`src/rtl/dff_mem_host.sv`:
```
// Initiator-side sequencer for the DFF RAM tile pin protocol: turns write/read burst
// commands into ce_n/lr_n strobe cycles and streams read bytes back on a valid/ready port.
module dff_mem_host #(
    parameter int unsigned RAM_BYTES = 16,
    parameter int unsigned ADDR_BITS = $clog2(RAM_BYTES)
) (
    input  logic                 clk,
    input  logic                 rst,

    input  logic                 cmd_valid,
    output logic                 cmd_ready,
    input  logic                 cmd_write,
    input  logic [ADDR_BITS-1:0] cmd_addr,
    input  logic [ADDR_BITS-1:0] cmd_len,
    input  logic [7:0]           cmd_wdata,

    output logic                 rsp_valid,
    input  logic                 rsp_ready,
    output logic [7:0]           rsp_data,
    output logic                 rsp_last,

    output logic                 busy,
    output logic                 rd_err,

    output logic [ADDR_BITS-1:0] mem_addr,
    output logic                 mem_ce_n,
    output logic                 mem_lr_n,
    output logic [7:0]           mem_wdata,
    output logic                 mem_wdata_oe,
    input  logic [7:0]           mem_rdata,
    input  logic                 mem_rdata_oe
);

    typedef enum logic [2:0] {
        S_IDLE,
        S_WR,
        S_RD_REQ,
        S_RD_WAIT,
        S_RD_CAP,
        S_RSP
    } state_t;

    state_t               state_q, state_d;
    logic [ADDR_BITS-1:0] start_q, start_d;
    logic [ADDR_BITS-1:0] len_q, len_d;
    logic [7:0]           seed_q, seed_d;
    logic [ADDR_BITS-1:0] beat_q, beat_d;
    logic [ADDR_BITS-1:0] next_beat;
    logic                 last_beat;

    logic                 cmd_ready_q, cmd_ready_d;
    logic                 rsp_valid_q, rsp_valid_d;
    logic [7:0]           rsp_data_q, rsp_data_d;
    logic                 rsp_last_q, rsp_last_d;
    logic                 busy_q, busy_d;
    logic                 rd_err_q, rd_err_d;
    logic [ADDR_BITS-1:0] mem_addr_q, mem_addr_d;
    logic                 mem_ce_n_q, mem_ce_n_d;
    logic                 mem_lr_n_q, mem_lr_n_d;
    logic [7:0]           mem_wdata_q, mem_wdata_d;
    logic                 mem_wdata_oe_q, mem_wdata_oe_d;

    // Address wraps naturally because RAM_BYTES is a power of two.
    assign next_beat = beat_q + ADDR_BITS'(1);
    assign last_beat = (beat_q == len_q);

    always_comb begin
        state_d        = state_q;
        start_d        = start_q;
        len_d          = len_q;
        seed_d         = seed_q;
        beat_d         = beat_q;
        cmd_ready_d    = cmd_ready_q;
        rsp_valid_d    = rsp_valid_q;
        rsp_data_d     = rsp_data_q;
        rsp_last_d     = rsp_last_q;
        busy_d         = busy_q;
        rd_err_d       = rd_err_q;
        mem_addr_d     = mem_addr_q;
        mem_ce_n_d     = mem_ce_n_q;
        mem_lr_n_d     = mem_lr_n_q;
        mem_wdata_d    = mem_wdata_q;
        mem_wdata_oe_d = mem_wdata_oe_q;

        unique case (state_q)
            S_IDLE: begin
                cmd_ready_d = 1'b1;
                if (cmd_valid && cmd_ready_q) begin
                    start_d     = cmd_addr;
                    len_d       = cmd_len;
                    seed_d      = cmd_wdata;
                    beat_d      = '0;
                    busy_d      = 1'b1;
                    cmd_ready_d = 1'b0;
                    mem_addr_d  = cmd_addr;
                    // Strobes for beat 0 are loaded here so they are live in the first WR/RD_REQ cycle.
                    if (cmd_write) begin
                        state_d        = S_WR;
                        mem_lr_n_d     = 1'b0;
                        mem_wdata_d    = cmd_wdata;
                        mem_wdata_oe_d = 1'b1;
                    end else begin
                        state_d    = S_RD_REQ;
                        mem_ce_n_d = 1'b0;
                    end
                end
            end

            S_WR: begin
                if (last_beat) begin
                    state_d        = S_IDLE;
                    mem_lr_n_d     = 1'b1;
                    mem_wdata_oe_d = 1'b0;
                    busy_d         = 1'b0;
                    cmd_ready_d    = 1'b1;
                end else begin
                    beat_d      = next_beat;
                    mem_addr_d  = start_q + next_beat;
                    mem_wdata_d = seed_q + 8'(next_beat);
                end
            end

            S_RD_REQ: begin
                mem_ce_n_d = 1'b1;
                state_d    = S_RD_WAIT;
            end

            S_RD_WAIT: begin
                state_d = S_RD_CAP;
            end

            S_RD_CAP: begin
                rsp_data_d  = mem_rdata;
                rsp_valid_d = 1'b1;
                rsp_last_d  = last_beat;
                if (!mem_rdata_oe) begin
                    rd_err_d = 1'b1;
                end
                state_d = S_RSP;
            end

            S_RSP: begin
                if (rsp_ready) begin
                    rsp_valid_d = 1'b0;
                    rsp_last_d  = 1'b0;
                    if (last_beat) begin
                        state_d     = S_IDLE;
                        busy_d      = 1'b0;
                        cmd_ready_d = 1'b1;
                    end else begin
                        beat_d     = next_beat;
                        mem_addr_d = start_q + next_beat;
                        mem_ce_n_d = 1'b0;
                        state_d    = S_RD_REQ;
                    end
                end
            end

            default: begin
                state_d = S_IDLE;
            end
        endcase
    end

    always_ff @(posedge clk) begin
        if (rst) begin
            state_q        <= S_IDLE;
            start_q        <= '0;
            len_q          <= '0;
            seed_q         <= '0;
            beat_q         <= '0;
            cmd_ready_q    <= 1'b0;
            rsp_valid_q    <= 1'b0;
            rsp_data_q     <= '0;
            rsp_last_q     <= 1'b0;
            busy_q         <= 1'b0;
            rd_err_q       <= 1'b0;
            mem_addr_q     <= '0;
            mem_ce_n_q     <= 1'b1;
            mem_lr_n_q     <= 1'b1;
            mem_wdata_q    <= '0;
            mem_wdata_oe_q <= 1'b0;
        end else begin
            state_q        <= state_d;
            start_q        <= start_d;
            len_q          <= len_d;
            seed_q         <= seed_d;
            beat_q         <= beat_d;
            cmd_ready_q    <= cmd_ready_d;
            rsp_valid_q    <= rsp_valid_d;
            rsp_data_q     <= rsp_data_d;
            rsp_last_q     <= rsp_last_d;
            busy_q         <= busy_d;
            rd_err_q       <= rd_err_d;
            mem_addr_q     <= mem_addr_d;
            mem_ce_n_q     <= mem_ce_n_d;
            mem_lr_n_q     <= mem_lr_n_d;
            mem_wdata_q    <= mem_wdata_d;
            mem_wdata_oe_q <= mem_wdata_oe_d;
        end
    end

    assign cmd_ready    = cmd_ready_q;
    assign rsp_valid    = rsp_valid_q;
    assign rsp_data     = rsp_data_q;
    assign rsp_last     = rsp_last_q;
    assign busy         = busy_q;
    assign rd_err       = rd_err_q;
    assign mem_addr     = mem_addr_q;
    assign mem_ce_n     = mem_ce_n_q;
    assign mem_lr_n     = mem_lr_n_q;
    assign mem_wdata    = mem_wdata_q;
    assign mem_wdata_oe = mem_wdata_oe_q;

endmodule

```
`config.mk`:
```
export PLATFORM = sky130hd
export DESIGN_NAME = dff_mem_host
export DESIGN_NICKNAME = d
export VERILOG_FILES = /design/src/rtl/dff_mem_host.sv
export SDC_FILE = /design/constraint.sdc
export NUM_CORES = 1
export LEC_CHECK = 0
export CAP_MARGIN = 25
export CORE_UTILIZATION = 35
export DETAILED_ROUTE_END_ITERATION = 7
export PLACE_DENSITY = 0.56
export REMOVE_ABC_BUFFERS = 1
export SKIP_CTS_REPAIR_TIMING = 1
export SLEW_MARGIN = 20
export SYNTH_ARGS = -nofsm -noshare
export SYNTH_HDL_FRONTEND = slang
export SYNTH_SLANG_ARGS = --single-unit
```
`constraint.sdc`:
```
create_clock -name clk -period 2.9 [get_ports clk]
set_input_delay 0.435 -clock clk [delete_from_list [all_inputs] [get_ports clk]]
set_output_delay 0.435 -clock clk [all_outputs]
set_load 0.02 [all_outputs]
```
==> metrics, run 1 <==
Pwr Total=approximately 1.9 mW; Crit Path Class=register to register; Final Hold Vio Count=0; CORE AREA=about 0.007 mm^2; unrepaired setup endpoints after global routing=no; gr usage total=about 17%; reg2reg path depth=7; max cap viols=0; post-route antenna net violation count=0; Post-Synth Adder-Cell Area=5.55%; Critical Path Max Stage Delay=between 0.4 and 0.5 ns; Synth Area in Compound Gates=between 20% and 30%; post-synth cell types=46; Worst Tran Pin Value=around 0.73 ns; # DRC=0; share of the synthesized area in the top cell type=about 40%; # diodes=0; DRT Pass-1 Iters=4; Design Area, Final=~0.0033 mm^2; Relative slew margins=between 50 and 60%; sequential fraction of the synthesis area=between 40% and 50%; Worst Setup Start Kind=register; fin crit period=around 2.3 ns; Nets=about 400; area of the multi-input gates=between 0.001 and 0.0015 mm^2; Total Wirelength=between 6 and 7 mm; synth cell count leaders=nand2_1 (65), dfxtp_1 (51), a21oi_1 (39); Port Buffer Count=57; Slew Limit Fails=0; mapped cell area=0.00252 mm^2; row cnt=30; register area=just over 0.001 mm^2; number of global-route vias before repair=2125; initial antenna violation count=0; worst hold path class=register to register; sum of negative setup slack=0 ns; area post-placement=around 0.0032 mm^2; Syn Area/Cell=8.19 um^2; post-DP HPWL=4.35 mm; Initial Util=36.7%; CTS Sinks=51; Gate Count Post-Synth=a little over 300; pin count of the biggest net entering global routing=22; Crit Path Max Fanout=6; CTS Buffer Depth=2; VDD IR max=296 uV; Yosys Warn Count=0; clk slew on worst S/H paths=0.10 ns; grt ovf=0; Pwr Density=about 580 mW/mm^2; layout cells sized above 1=5.56%; CTS tree=yes; first-pass GRT wire length=approximately 10 mm; #FFs+latches synth=just over 50; WL/cell=between 10 and 15 um; status=finished clean; Layout area overhead=30.5%; XOR/XNOR Fraction of Synth Area=roughly 4.7%; number of flops mapped to enable cells by yosys=0; CTS Buf Count=5; Chip Height=just under 90 um; leading area contributor after synthesis=dfxtp_1; Final period util=~79%; hold path depth=2; Clock Latency Late Sink=0.31 ns; Worst EP arrival=between 2 and 3 ns; final setup fails=0; Setup crit end kind=register; Async SR Flop Fraction=0%; DRT iter0 DRCs=96; CTS H-tree lvls=2; most common cell in the synthesized netlist=nand2_1; Clock Skew=0.0112 ns; Via Count=about 2300; via/cell ratio=~5; slowest stage cell, crit path=fa_1; CP Data Required Time=~3.1 ns; Filler cells=692; Root Buffer=clkbuf_8; CP cell instances=ha_1, fa_1, a21o_1, o21a_1, xnor2_1, a221o_1, a21oi_1; gpl congestion=0.827; LEAKAGE=1.25 nW; fmax=roughly 430 MHz; chip width=between 80 and 90 um; io pins=58; largest family of logic cells by synthesized area=compound AO/OA/AOI/OAI gates; Most used DFF post-synth=dfxtp_1; die area=0.00755 mm^2; mux contribution to synthesized area=about 2.4%; share of synthesized cell area in and, or, nand and nor gates=between 20 and 25%; dominant cells by area after synthesis=dfxtp_1 (40%), nand2_1 (9.7%), a21oi_1 (7.7%)
[report_power, final]
part	total (mW)	internal, mW	leakage [nW]	switching (mW)
sequential	0.820	0.764	0.415	0.0564
clock	0.588	0.344	0.0644	0.244
combinational	0.504	0.231	0.770	0.274
total	1.91	1.34	1.25	0.574
[state kept, by name, summed over array words and instances, names as in the netlist]
signal,cells
busy,1
rsp_data,8
seed_q,8
mem_wdata,8
mem_wdata_oe,1
start_q,4
len_q,4
cmd_ready,1
mem_addr,4
rsp_valid,1
mem_ce_n,1
state_q,3
mem_lr_n,1
rd_err,1
beat_q,4
rsp_last,1
[layout make-up]
class | count | area share, %
multi-input cells | 230 | 41.7
well taps | 96 | 3.65
inverters | 9 | 1.03
repair buffers | 62 | 18.5
clock inverters | 3 | 2.05
flip-flops and latches | 51 | 31.0
clock buffers | 5 | 2.09
[logic make-up after synthesis]
kind of cell	after synthesis
compound gates	86
xor+xnor	12
fa+ha+maj	10
buf+inv	27
flops	51
mux	6
simple gates	116
[cell usage in the layout (no fill, tap or decap), types with 2 or more instances in the layout]
| cell | netlist | layout |
|---|---|---|
| nor2_1 | 27 | 27 |
| o211a_1 | 3 | 3 |
| o22ai_1 | 2 | 2 |
| inv_1 | 9 | 9 |
| xnor2_1 | 8 | 8 |
| nand3_1 | 8 | 8 |
| a21boi_0 | 2 | 2 |
| dfxtp_1 | 51 | 51 |
| a31oi_1 | 2 | 2 |
| mux2i_1 | 5 | 5 |
| buf_4 | 2 | 5 |
| nand2b_1 | 2 | 2 |
| o21ai_0 | 14 | 14 |
| nor3_1 | 3 | 3 |
| a221o_1 | 3 | 3 |
| a311oi_1 | 6 | 6 |
| clkbuf_8 | 0 | 5 |
| a21oi_1 | 39 | 39 |
| nor2b_1 | 2 | 2 |
| o211ai_1 | 2 | 2 |
| xor2_1 | 3 | 3 |
| and2_1 | 2 | 2 |
| a211oi_1 | 3 | 3 |
| clkdlybuf4s50_1 | 0 | 57 |
| bufinv_16 | 0 | 2 |
| a21o_1 | 3 | 3 |
| fa_1 | 2 | 2 |
| nand2_1 | 65 | 65 |
| ha_1 | 8 | 8 |
[worst max-delay path: cells and delay by family, from the launching register on]
| kind | cells | cell delay (ns) |
|---|---|---|
| AO/OA/AOI/OAI | 4 | 0.85 |
| adder cells (fa/ha/maj) | 2 | 0.82 |
| flip-flops | 1 | 0.44 |
| XOR/XNOR | 1 | 0.12 |
[final timing paths]
kind	slack (ns)	from	to
setup / recovery	0.60	beat_q[0]$_SDFFE_PP0P_	mem_wdata[6]$_SDFFE_PP0P_
hold / removal	0.46	rsp_data[4]$_SDFFE_PP0P_	rsp_data[4]$_SDFFE_PP0P_
setup reg to reg	0.60	beat_q[0]$_SDFFE_PP0P_	mem_wdata[6]$_SDFFE_PP0P_
hold reg to reg	0.46	rsp_data[4]$_SDFFE_PP0P_	rsp_data[4]$_SDFFE_PP0P_
[layer usage]
metal  part of all wire [%]  wire length, um  GRT usage, %
met5                      0                0             0
met4                    1.4               87          5.45
met1                     48             2960          23.2
met3                    6.9              420          4.83
met2                     43             2660          27.2
[metrics by stage]
step	std cells	worst slack, ns	hold WS (ns)	utilization, %
2_1_floorplan	290	0.770	0.431	-
3_3_place_gp	448	0.632	0.442	46.0
3_5_place_dp	448	0.602	0.449	46.0
4_1_cts	456	0.581	0.461	47.9
5_1_grt	456	0.427	0.478	47.9
6_report	456	0.601	0.459	47.9
(Power assumes the default switching activity.)
==> run 2: changes to the inputs <==
Settings changed: PLACE_DENSITY 0.56 to 0.59.
Clock period 2.9 ns to 2.1 ns, I/O delays scaled along.
==> metrics, run 2 (synthesis results as in run 1) <==
Buf/Inv on CP=1; flop-to-flop setup slack=~0.11 ns; DRT iter0 DRCs=83; die area=0.00755 mm^2; post-DP HPWL=4.57 mm; Worst EP arrival=~2.2 ns; Total Wirelength=~6.2 mm; CP Data Required Time=2.30 ns; gr usage total=~18%; fmax=just over 500 MHz; max cap viols=0; final setup fails=0; post-route antenna net violation count=0; worst hold path class=register to register; Port Buffer Count=between 50 and 60; Clock Latency Late Sink=0.31 ns; WL/cell=13.2 um; Clock Skew=between 0.008 and 0.009 ns; Initial Util=between 30% and 40%; Layout area overhead=36.9%; Worst Tran Pin Value=around 0.47 ns; CTS Buf Count=5; initial antenna violation count=0; first-pass GRT wire length=between 10 and 15 mm; CORE AREA=between 0.006 and 0.007 mm^2; Final period util=~95%; via/cell ratio=a little under 5; status=finished clean; CTS H-tree lvls=2; LEAKAGE=around 1.3 nW; Critical Path Max Stage Delay=0.37 ns; # diodes=0; fin util=between 50% and 60%; Crit Path Max Fanout=6; chip width=86.9 um; Crit path top cell by count=a21oi_1; layout cells sized above 1=a little under an eighth; clk slew on worst S/H paths=0.09 ns; number of global-route vias before repair=2217; CTS tree=yes; Relative slew margins=68.5%; worst hold slack=0.456 ns; pin count of the biggest net entering global routing=21; Slew Limit Fails=0; VDD IR max=between 200 and 300 uV; io pins=58; Final Hold Vio Count=0; Nets=415; Design Area, Final=0.00345 mm^2; dpl ws=-0.0296 ns; Chip Height=slightly below 90 um; gpl congestion=between 0.7 and 0.8; Pwr Density=~740 mW/mm^2; DRT Pass-1 Iters=4; CTS Sinks=~50; row cnt=30; CP top delay family=compound AO/OA/AOI/OAI gates; Setup crit end kind=register; commonest non-fill, non-tap cell in the layout=nand2_1; fin crit period=around 2 ns; # DRC=0; Via Count=around 2300; Crit Path Class=register to register; final worst setup slack=0.111 ns; grt ovf=0; slowest stage cell, crit path=dfxtp_2; area post-placement=approximately 0.0033 mm^2; most frequent cells in the layout=nand2_1 (65), clkdlybuf4s50_1 (57), dfxtp_1 (49), a21oi_1 (39), nor2_1 (27); Root Buffer=clkbuf_8; CP cell instances=nand3_1, xor2_2, inv_1, ha_4, o21ai_0, o21bai_1, mux2_2, a21oi_1, a21oi_1; CTS Buffer Depth=2; Worst Setup Start Kind=register
run 2: cell count changes in the layout (fill, tap and decap cells not counted), sizes merged:
cell,delta
clkbuf,+1
bufinv,-1
clkinvlp,-1
buf,+16
run 2: final cells by class:
class                   count  area, um^2
clock buffers               6        72.6
clock inverters             1        30.0
inverters                   9        33.8
repair buffers             78         741
multi-input cells         230        1430
fillers                   676        3410
flip-flops and latches     51        1030
well taps                  96         120
run 2: final timing paths:
path,endpoint,depth (start not counted),startpoint
max,mem_wdata[7]$_SDFFE_PP0P_,9,beat_q[1]$_SDFFE_PP0P_
min,rsp_data[1]$_SDFFE_PP0P_,2,rsp_data[1]$_SDFFE_PP0P_
max reg2reg,mem_wdata[7]$_SDFFE_PP0P_,9,beat_q[1]$_SDFFE_PP0P_
min reg2reg,rsp_data[1]$_SDFFE_PP0P_,2,rsp_data[1]$_SDFFE_PP0P_
run 2: stage by stage:
stage	total power [mW]	setup TNS (ns)	cells
after CTS	2.59	-0.0763	471
after floorplan	1.55	-0.0295	290
final	2.56	0	471
after global placement	1.90	0	464
after detailed placement	1.91	-0.0394	464
after global routing	2.71	-0.00845	471
run 2: power by group:
group / internal [mW] / switching (mW) / total, mW / leakage, nW
sequential: 1.05 / 0.0693 / 1.12 / 0.416
clock: 0.350 / 0.323 / 0.673 / 0.0513
combinational: 0.366 / 0.394 / 0.760 / 0.843
run 2: per-layer routing:
layer	up-vias	track usage [%]	routed length (um)
li1	1190	-	-
met1	1041	23.6	2820
met2	66	27.6	2850
met3	7	5.69	460
met4	0	5.91	69
met5	-	0	0
run 2: worst reg2reg max path, cell delays in order (launching register included):
cell	delay, ns
dfxtp_2	0.37
nand3_1	0.12
xor2_2	0.16
inv_1	0.09
ha_4	0.30
o21ai_0	0.10
o21bai_1	0.17
mux2_2	0.35
a21oi_1	0.14
a21oi_1	0.08
==> variant (config.mk and constraints of run 1) <==
Re-encode `state_t` (6 states) as one-hot, 6 bits wide.
--- a/src/rtl/dff_mem_host.sv
+++ b/src/rtl/dff_mem_host.sv
@@ -31,13 +31,13 @@
     input  logic                 mem_rdata_oe
 );
 
-    typedef enum logic [2:0] {
-        S_IDLE,
-        S_WR,
-        S_RD_REQ,
-        S_RD_WAIT,
-        S_RD_CAP,
-        S_RSP
+    typedef enum logic [5:0] {
+        S_IDLE    = 6'b000001,
+        S_WR      = 6'b000010,
+        S_RD_REQ  = 6'b000100,
+        S_RD_WAIT = 6'b001000,
+        S_RD_CAP  = 6'b010000,
+        S_RSP     = 6'b100000
     } state_t;
 
     state_t               state_q, state_d;
Formal check against the unedited RTL: same outputs for any inputs over 10 cycles, from zero or initial values and one cycle with rst high; not proved beyond that.
==> variant against run 1 <==
Critical endpoint unchanged. Sequential cell count up 3. Worst setup slack gained 89 ps. Synthesized area increased by 8.1%. Wire length rose by 9.5%. Fmax up 4.0%. Core utilization is 1.6 points lower. Cell area rose by 4.1%. Count of clock-buffer cells in the layout grew 1. Power shrank 7.3%. Clock power fell by 28%. Clock skew down 1.4 ps.
==> variant: results (changes against run 1) <==
| Metric | Value |
|---|---|
| Status | `completed (unchanged)` |
| Top post-synthesis cells by count | `nand2_1 (67), dfxtp_1 (54), a21oi_1 (40) (was nand2_1 (65), dfxtp_1 (51), a21oi_1 (39))` |
| YS warnings | `0 (unchanged)` |
| Detailed Routing Iterations Pass 1 | `4 (unchanged)` |
| Clock buffer depth | `2 (unchanged)` |
| R2r worst-path depth | `9 (was 7)` |
| Initial antenna violation count | `0 (unchanged)` |
| Met2 usage | `28.5% (was 27.2%)` |
| Slew @ Worst Pin | `659 ps (was 735 ps)` |
| Met3 Track Usage GR | `2.69% (was 4.83%)` |
| Pin count of the biggest net entering global routing | `48 (was 22)` |
| Ant diodes | `0 (unchanged)` |
| DPL Wire Length | `4.76 mm (was 4.35 mm)` |
| WHS | `458 ps (was 459 ps)` |
| Crit-path max cell delay | `430 ps (was 460 ps)` |
| Overall global routing resource usage | `17.1% (was 17.4%)` |
| First-pass GRT wire length | `11.3 mm (was 10.3 mm)` |
| Reg2reg setup slack | `690 ps (was 600 ps)` |
| Synth async-reset ratio | `0% (unchanged)` |
| Layout Nets | `407 (was 399)` |
| Yosys cell types | `52 (was 46)` |
| Vias in the first global route | `2262 (was 2125)` |
| Inserted Clock Buffers | `5 (unchanged)` |
| Final RePlAce weighted congestion | `0.809 (was 0.827)` |
| WL final | `6.70 mm (was 6.12 mm)` |
| Dominant cells by area after synthesis | `dfxtp_1 (40%), nand2_1 (9.2%), a21oi_1 (7.3%) (was dfxtp_1 (40%), nand2_1 (9.7%), a21oi_1 (7.7%))` |
| Starting DRC count in detailed routing | `151 (was 96)` |
| Clock skew | `9.82 ps (was 11.2 ps)` |
| Critical Path AT | `2480 ps (was 2540 ps)` |
| Sequential area share after synthesis | `39.6% (was 40.5%)` |
| Vias per inst | `5.01 (was 5.07)` |
| Worst-path clk slew | `100 ps (about the same)` |
| Pleak | `1.25 nW (about the same)` |
| Clk_lat worst skew | `310 ps (about the same)` |
| Hold Path Cell Cnt | `2 (unchanged)` |
| CTS H-Tree Depth | `2 (unchanged)` |
| Root Buffer | `clkbuf_8 (unchanged)` |
| Critical path peak fanout | `5 (was 6)` |
| Hold Path Class | `reg -> reg (unchanged)` |
| Grt met1 use | `23.0% (was 23.2%)` |
| Worst path slowest cell | `dfxtp_1 (was fa_1)` |
| Port bufs | `57 (unchanged)` |
| Share of layout cells above drive strength 1 | `8.70% (was 5.56%)` |
| Max IR drop VDD | `0.211 mV (was 0.296 mV)` |
[variant: cell types whose count changed after synthesis, sizes merged, moves of 4 or more]
| cell | run 1 | this run |
|---|---|---|
| inv | 9 | 3 |
| xnor2 | 8 | 12 |
| clkbuf | 9 | 5 |
| a21oi | 39 | 43 |
| nor2 | 27 | 22 |
[variant: metrics by stage]
stage / area, um^2 / cells / util (%) / setup WS, ps
2_1_floorplan: 2610 / 297 / - / 725
3_3_place_gp: 3340 / 459 / 45.1 / 716
3_5_place_dp: 3340 / 459 / 45.1 / 676
4_1_cts: 3430 / 467 / 46.3 / 703
5_1_grt: 3430 / 467 / 46.3 / 492
6_report: 3430 / 467 / 46.3 / 689
[variant: final cells by class]
cell class / count / area [um^2]
clock inverter: 2 / 13.8
fill: 756 / 3980
multi-input combinational: 239 / 1510
timing repair buffer: 63 / 611
clock buffer: 6 / 72.6
inverter: 4 / 15.0
sequential: 54 / 1080
tap: 99 / 124
[variant: per-layer routing]
metal  part of all wire [%]  vias to the layer above  routed length [um]
li1                       -                     1206                   -
met3                    3.0                        4                 200
met5                      0                        -                   0
met1                     49                     1091                3300
met4                   0.82                        0                  55
met2                     47                       40                3150
[variant: path summary, 6_finish.rpt]
path | from | to
setup / recovery | beat_q[2] | mem_wdata[6]
hold / removal | rsp_data[5] | rsp_data[5]
setup reg to reg | beat_q[2] | mem_wdata[6]
hold reg to reg | rsp_data[5] | rsp_data[5]
[variant: critical path: cells and delay by family (launching register included)]
kind | cells | cell delay (ps)
compound gates | 4 | 790
flops | 1 | 430
xor+xnor | 2 | 380
fa+ha+maj | 1 | 360
simple gates | 1 | 120
buf+inv | 1 | 110
[variant: where the power goes]
group	total (mW)	internal (mW)	switching [mW]
clock network	0.423	0.171	0.252
logic	0.497	0.221	0.276
registers	0.853	0.803	0.0507
total	1.77	1.20	0.578
[variant: cells by family (layout without fill, tap and decap cells)]
logic type,Yosys count,in the layout,synth area share [%]
adder cells (fa/ha/maj),10,10,5.14
AO/OA/AOI/OAI,88,88,21.9
buffers and inverters,21,75,4.91
flip-flops,54,54,39.6
AND/OR/NAND/NOR,124,124,22.9
multiplexers,2,2,0.734
XOR/XNOR,15,15,4.82
